File: src/rtl/regfile_mp_sb.sv
// regfile_mp_sb
// Multi-port integer register file with a per-register pending-write
// scoreboard for the dual-writeback pipeline.
//
// Ports:
//   clk, reset              clock; synchronous active-high reset
//   wr0_en/addr/data        write port 0
//   wr1_en/addr/data        write port 1 (wins over port 0 on same address)
//   rd_addr_a, rd_data_a    combinational read port A
//   busy_a                  register at rd_addr_a has a pending write
//   rd_addr_b, rd_data_b    combinational read port B
//   busy_b                  register at rd_addr_b has a pending write
//   iss_en, iss_rd          issue: mark iss_rd pending from the next cycle
//   pend_cnt                registered count of pending registers
//
// Register 0 reads as zero, ignores writes and is never marked pending.
// BYPASS=1 forwards same-cycle writeback data (and its busy release) to
// the read ports.
module regfile_mp_sb #(
  parameter int XLEN   = 32,
  parameter int AW     = 5,
  parameter int BYPASS = 1
) (
  input  logic            clk,
  input  logic            reset,
  input  logic            wr0_en,
  input  logic [AW-1:0]   wr0_addr,
  input  logic [XLEN-1:0] wr0_data,
  input  logic            wr1_en,
  input  logic [AW-1:0]   wr1_addr,
  input  logic [XLEN-1:0] wr1_data,
  input  logic [AW-1:0]   rd_addr_a,
  output logic [XLEN-1:0] rd_data_a,
  output logic            busy_a,
  input  logic [AW-1:0]   rd_addr_b,
  output logic [XLEN-1:0] rd_data_b,
  output logic            busy_b,
  input  logic            iss_en,
  input  logic [AW-1:0]   iss_rd,
  output logic [AW:0]     pend_cnt
);

  localparam int NREG = 2 ** AW;

  logic [XLEN-1:0] regs [NREG];
  logic [NREG-1:0] busy;
  logic [NREG-1:0] busy_nxt;
  logic [NREG-1:0] clr;
  logic [NREG-1:0] set;

  function automatic logic [AW:0] popcount(input logic [NREG-1:0] v);
    logic [AW:0] c;
    c = '0;
    for (int i = 0; i < NREG; i++) begin
      c = c + (AW+1)'(v[i]);
    end
    return c;
  endfunction

  // Read mux: port 1 forwarding beats port 0, which beats the array.
  function automatic logic [XLEN-1:0] read_port(
    input logic [AW-1:0]   addr,
    input logic [XLEN-1:0] arr_val,
    input logic            w0_en,
    input logic [AW-1:0]   w0_addr,
    input logic [XLEN-1:0] w0_data,
    input logic            w1_en,
    input logic [AW-1:0]   w1_addr,
    input logic [XLEN-1:0] w1_data
  );
    logic [XLEN-1:0] r;
    r = arr_val;
    if (BYPASS != 0) begin
      if (w1_en && (w1_addr == addr)) begin
        r = w1_data;
      end else if (w0_en && (w0_addr == addr)) begin
        r = w0_data;
      end
    end
    if (addr == '0) begin
      r = '0;
    end
    return r;
  endfunction

  // Scoreboard next state. Bit 0 is forced clear so x0 never reports busy.
  always_comb begin
    clr = '0;
    set = '0;
    if (wr0_en) clr[wr0_addr] = 1'b1;
    if (wr1_en) clr[wr1_addr] = 1'b1;
    if (iss_en) set[iss_rd]   = 1'b1;
    clr[0] = 1'b0;
    set[0] = 1'b0;
    // A same-cycle issue re-arms the bit for the new producer.
    busy_nxt = set | (busy & ~clr);
  end

  always_ff @(posedge clk) begin
    if (reset) begin
      busy     <= '0;
      pend_cnt <= '0;
    end else begin
      busy     <= busy_nxt;
      pend_cnt <= popcount(busy_nxt);
    end
  end

  // Port 1 is written last so it wins on an address collision.
  always_ff @(posedge clk) begin
    if (reset) begin
      for (int i = 0; i < NREG; i++) begin
        regs[i] <= '0;
      end
    end else begin
      if (wr0_en && (wr0_addr != '0)) regs[wr0_addr] <= wr0_data;
      if (wr1_en && (wr1_addr != '0)) regs[wr1_addr] <= wr1_data;
    end
  end

  always_comb begin
    rd_data_a = read_port(rd_addr_a, regs[rd_addr_a], wr0_en, wr0_addr,
                          wr0_data, wr1_en, wr1_addr, wr1_data);
    rd_data_b = read_port(rd_addr_b, regs[rd_addr_b], wr0_en, wr0_addr,
                          wr0_data, wr1_en, wr1_addr, wr1_data);
    // With forwarding, a same-cycle writeback releases the stall at once.
    if (BYPASS != 0) begin
      busy_a = busy[rd_addr_a] & ~clr[rd_addr_a];
      busy_b = busy[rd_addr_b] & ~clr[rd_addr_b];
    end else begin
      busy_a = busy[rd_addr_a];
      busy_b = busy[rd_addr_b];
    end
  end

endmodule

File: config.mk
export PLATFORM = sky130hd
export DESIGN_NAME = regfile_mp_sb
export DESIGN_NICKNAME = d
export VERILOG_FILES = /design/src/rtl/regfile_mp_sb.sv
export SDC_FILE = /design/constraint.sdc
export NUM_CORES = 2
export LEC_CHECK = 0
export CAP_MARGIN = 30
export CORE_ASPECT_RATIO = 1.4
export CORE_UTILIZATION = 40
export CTS_BUF_LIST = sky130_fd_sc_hd__clkbuf_8 sky130_fd_sc_hd__clkbuf_16
export DETAILED_ROUTE_END_ITERATION = 7
export PLACE_DENSITY_LB_ADDON = 0.2
export SYNTH_ARGS = -nofsm -noshare
export SYNTH_HDL_FRONTEND = slang
export SYNTH_SLANG_ARGS = --single-unit
export TNS_END_PERCENT = 100
File: constraint.sdc
create_clock -name clk -period 9.7 [get_ports clk]
set_input_delay 1.94 -clock clk [delete_from_list [all_inputs] [get_ports clk]]
set_output_delay 1.94 -clock clk [all_outputs]
set_load 0.01 [all_outputs]
After elaboration in Yosys (flattened, before gate mapping). Memories as Yosys holds them, arrays and structs flattened. Cells that the tools add are included.

$add $sub $neg: 31. Order comparisons: 8. Equal/unequal tests: 4. Mux-type cells: 37. Bitwise operators: 8. Reduce and logical (&&, ||, !) cells: 15.

Operators with widths (count): $mux W32 (11); $add A6 B1 Y6 (26); $or A32 B32 Y32 (2); $reduce_or A32 Y1 (2); $and A32 B32 Y32 (1); $not A32 Y32 (1); $lt A5 B6 Y1 const B (5); $bmux W1 S5 (4); $eq A5 B5 Y1 (4); $mux W1 (17); $demux W1 S5 (3); $ge A5 B1 Y1 const B (3); $logic_not A5 Y1 (2); $mux W5 (2); $reduce_bool A5 Y1 (2); $logic_and A1 B1 Y1 (9); $add A5 B1 Y6 (1); $add A4 B1 Y5 (1); $add A3 B1 Y4 (1); $add A2 B1 Y3 (1); $add A1 B1 Y2 (1); $and A1 B1 Y1 (2); $not A1 Y1 (2).

Flip-flop bits (word level): 38. RAM bits: 1024. Input bits: 94. Output and inout bits: 72. Logic and storage cells: 106. Memories kept: 1.

Memory list: regs (depth 32, width 32, read ports 2, clocked after memory_dff 0, wr ports 32, RTL line 45) `logic [XLEN-1:0] regs [NREG];`.

Longest topological paths before layout.
Word-level depth: 41. Depth in mapped cells: 21.

Least setup slack after synthesis. OpenSTA, ideal clock, no wires.

Path type: input -> register. Start point: input wr1_addr[4]. End point: register pend_cnt[4]. Library setup time: 128 ps. Data arrival time: 7130 ps. Data required time: 9572 ps. Path slack: 2443 ps. Stages on the path: 21. Path through: buf_4 buf_8 and4b_1 a22oi_2 a22o_1 fa_1 inv_1 fa_1 fa_1 inv_1 fa_1 fa_1 fa_1 fa_1 inv_1 fa_1 inv_1 a21o_1 a21oi_1 xor2_1 nor2_1.

RTL lines: start, declared (RTL line 30) `input logic [AW-1:0] wr1_addr,`; $lt A5 B6 Y1 (not written as such) or $ge A5 B1 Y1 (tied branches) (RTL line 91) `if (wr1_en) clr[wr1_addr] = 1'b1;`; $logic_and A1 B1 Y1 (not written as such) (RTL line 91); $mux W1 (not written as such) (RTL line 91); $demux W1 S5 (*) (RTL line 91); $or A32 B32 Y32 (no source line) (*); $mux W32 (*) (RTL line 91); $not A32 Y32 (*) (RTL line 96) `busy_nxt = set | (busy & ~clr);`; $and A32 B32 Y32 (*) (RTL line 96); $or A32 B32 Y32 (*) (RTL line 96); via busy_nxt[12] (RTL line 47) `logic [NREG-1:0] busy_nxt;`; $add A6 B1 Y6 (*) (20 in a row) (RTL line 55) `c = c + (AW+1)'(v[i]);`; end signal, assigned (RTL line 105) `pend_cnt <= popcount(busy_nxt);`; end, declared (RTL line 40) `output logic [AW:0] pend_cnt`.

Mark *: on every way through the listed nets, which the timed path passes. The rest lies on a longest branch. A chain may end at the register's enable or synchronous reset.

Final worst setup path.
Start point: input rd_addr_b[4]. End point: output rd_data_b[13].

Cells in the longest elaborated chain, start to end: 5.

RTL lines: start, declared (RTL line 35) `input logic [AW-1:0] rd_addr_b,`; parallel branches: the longest is 4 deep, another holds $mem_v2 Z32 W32; $mux W32 (*) (RTL line 80) `if (addr == '0) begin`; end, declared (RTL line 36) `output logic [XLEN-1:0] rd_data_b,`.

Mark *: on every way between the ends.

==> flow_summary.ini <==
[outcome]
run_status = finished, final reports clean

[timing]
worstMarginPinSlew_ns = 1.14
hold_viol = 0
fmax_ghz = 0.126
setup_tns_ns = 0
setup_viol = 0
hold_ws_ns = 0.537
report.final.slew_viol_count = 0
final.setup.worst_slack_ns = 1.75
rsz0062_at_grt = false
finalCritPeriodShare = 0.819
slew-limit-headroom = 0.240
worst_clock_skew_ns = 0.00780
period_needed_ns = 7.95

[die]
io_pins = 166
die_w_microns = 340
die-area_sq_um = 162000
die_h_microns = 476
core_area_sq_um = 159000
rows = 173
start_util = 0.404

[power]
vdd_ir_drop_max_v = 0.000131
power.density_nw_per_um2 = 163
finalPower_mw = 11.6
power_leakage_nw = 24.3

[place]
place_ws_ns = 1.27
dp_hpwl_microns = 162000
numPortBuffers = 165
gp_congestion = 0.907
dp_cells = 6276

[synth]
ys_seq_elements = 1061
async_flop_share = 0
synth_edf_count = 1024
ys_types = 96
ys_seq_area_frac = 0.491
synth_ff_type = edfxtp_1
postSynthAreaPerCell_sq_um = 14.5
ys_warn_count = 0
netlist_instances = 4432
synthesis.area_sq_um = 64100

[cts]
postCtsSetupBuffers = 0
cts.clk_slew.worst_paths_ns = 0.07
hold_buffers = 0
clk-insertion-delay-late_ns = 0.75
cts_root_buf = clkbuf_16
cts_made_buffers = 107
cts_resized = 0
htreeDepth = 3
cts.sinks = 1061
cts_tree = yes
clockBufferDepth = 3

[worst_setup_path]
crit_start = rd_addr_b[4]
critical_path_class = input pin to primary output
path_buf_inv = 3
crit_path_start_kind = input pin
reg2reg_from = busy[6]$_SDFF_PP0_
path_cells = clkdlybuf4s50_1 > xor2_1 > nor4_2 > nand3_1 > a21oi_4 > buf_4 > a22oi_1 > nand2_1 > clkdlybuf4s50_1
path_delay_family = buffers and inverters
required_ns = 7.76
crit_fanout = 13
worst_setup_path_end_kind = primary output
arrival_ns = 6.01
cp_slowest_stage_delay_ns = 1.09
cpMostUsedCell = clkdlybuf4s50_1
slowest_stage = clkdlybuf4s50_1

[detailed_routing]
wl_per_cell_microns = 42.9
vias_per_cell = 7.34
drtAntennaViolNets = 0
first_pass_iters = 6
route.detailed.drc = 0
vias = 47605
postRouteWirelength_microns = 278000
drt_iter0_drc = 6589

[job]
max_cap_violations = 0

[finish]
fillCellCount = 13975
areaGrowthSynthToFinish_pct = 11.0
final_common_cell = edfxtp_1
finalNetCount = 4412
multi_input_area_sq_um = 29700
regArea_sq_um = 31500
instances_no_fill = 6488
final_cell_mix = 1024 x edfxtp_1, 1008 x a22o_1, 522 x mux4_2, 219 x mux2i_1, 217 x buf_4
layout-drive-gt1-share = 0.251

[min_path]
hold_class = flop to flop
worstHoldStart = busy[18]$_SDFF_PP0_

[grt]
grt_antenna_before_repair = 13
overflow = 0
grt_pass1_wl_microns = 381000
grt_pass1_vias = 47072
grt_max_degree = 89
grt_usage = 0.339
==> stage by stage <==
stage                     utilization  cell area, sq um
after floorplan                     -             64200
after global routing            0.448             71200
after detailed placement        0.425             67600
after global placement          0.424             67400
after CTS                       0.448             71100
final                           0.448             71200
==> flip-flops by register name (all words and copies together), names as in the netlist <==
| name | count |
|---|---|
| regs | 1024 |
| busy | 31 |
| pend_cnt | 6 |
==> per-layer routing <==
| metal | part of all wire | track usage |
|---|---|---|
| met4 | 0.085 | 0.250 |
| met2 | 0.46 | 0.541 |
| met1 | 0.34 | 0.398 |
| met5 | 0.00091 | 0.00923 |
| met3 | 0.11 | 0.0807 |
==> logic make-up after synthesis <==
group	count (synthesis)	synth area share
AOI/OAI and AO/OA	1310	0.175
DFF	1061	0.491
muxes	747	0.219
buffers and inverters	726	0.0540
and+or+nand+nor	534	0.0495
adders and majority gates	30	0.00855
xor gates and xnor gates	23	0.00314
other	1	0.0000585
==> worst min-delay path, delay by kind of cell, from the launching register on <==
kind | cells | cell delay [ns]
compound gates | 1 | 0.08
flops | 1 | 0.30
simple gates | 1 | 0.11
==> cells in the mapped netlist, types with 7 or more instances <==
cell         n  area [sq um]
a21oi_1     12          60.1
a22o_1    1008          8830
a22oi_1    167          1250
a32oi_1     44           385
buf_1       78           293
buf_2      210          1050
buf_4       74           556
buf_6       17           191
clkbuf_1   300          1130
dfxtp_1     37           741
edfxtp_1  1024         30700
fa_1        23           460
ha_1         7          87.6
inv_1       40           150
mux2i_1    219          2190
mux4_2     522         11800
nand2_1    188           706
nand2b_1    14          87.6
nand3_1     74           370
nor2_1      59           221
nor2_2      22           138
nor2_4      13           146
nor2b_1     37           231
nor3_2      17           170
nor3_4      14           228
o21ai_0      9          45.0
o22ai_1     16           100
or3_1       16           100
xor2_1      17           149
==> path summary, 6_finish.rpt <==
check | end | slack (ns) | depth (start not counted)
hold reg to reg | busy[18]$_SDFF_PP0_ | 0.54 | 2
setup reg to reg | pend_cnt[4]$_SDFF_PP0_ | 4.47 | 18
setup / recovery | rd_data_b[13] | 1.75 | 9
hold / removal | busy[18]$_SDFF_PP0_ | 0.54 | 2
==> power by group <==
group	total (mW)	switching [mW]	internal, mW	leakage, nW
registers	5.42	0.127	5.29	10.1
clock network	4.33	1.96	2.37	1.79
logic	1.83	1.10	0.727	12.4
total	11.6	3.19	8.39	24.3
==> area by class of cell <==
type / instances / area share
inverters: 41 / 0.00223
well taps: 2100 / 0.0369
flip-flops and latches: 1061 / 0.442
repair buffers: 401 / 0.0520
diodes: 7 / 0.000246
clock buffers: 108 / 0.0380
multi-input cells: 2676 / 0.417
clock inverters: 94 / 0.0113
Note: power is estimated with default switching activity, not from simulation.
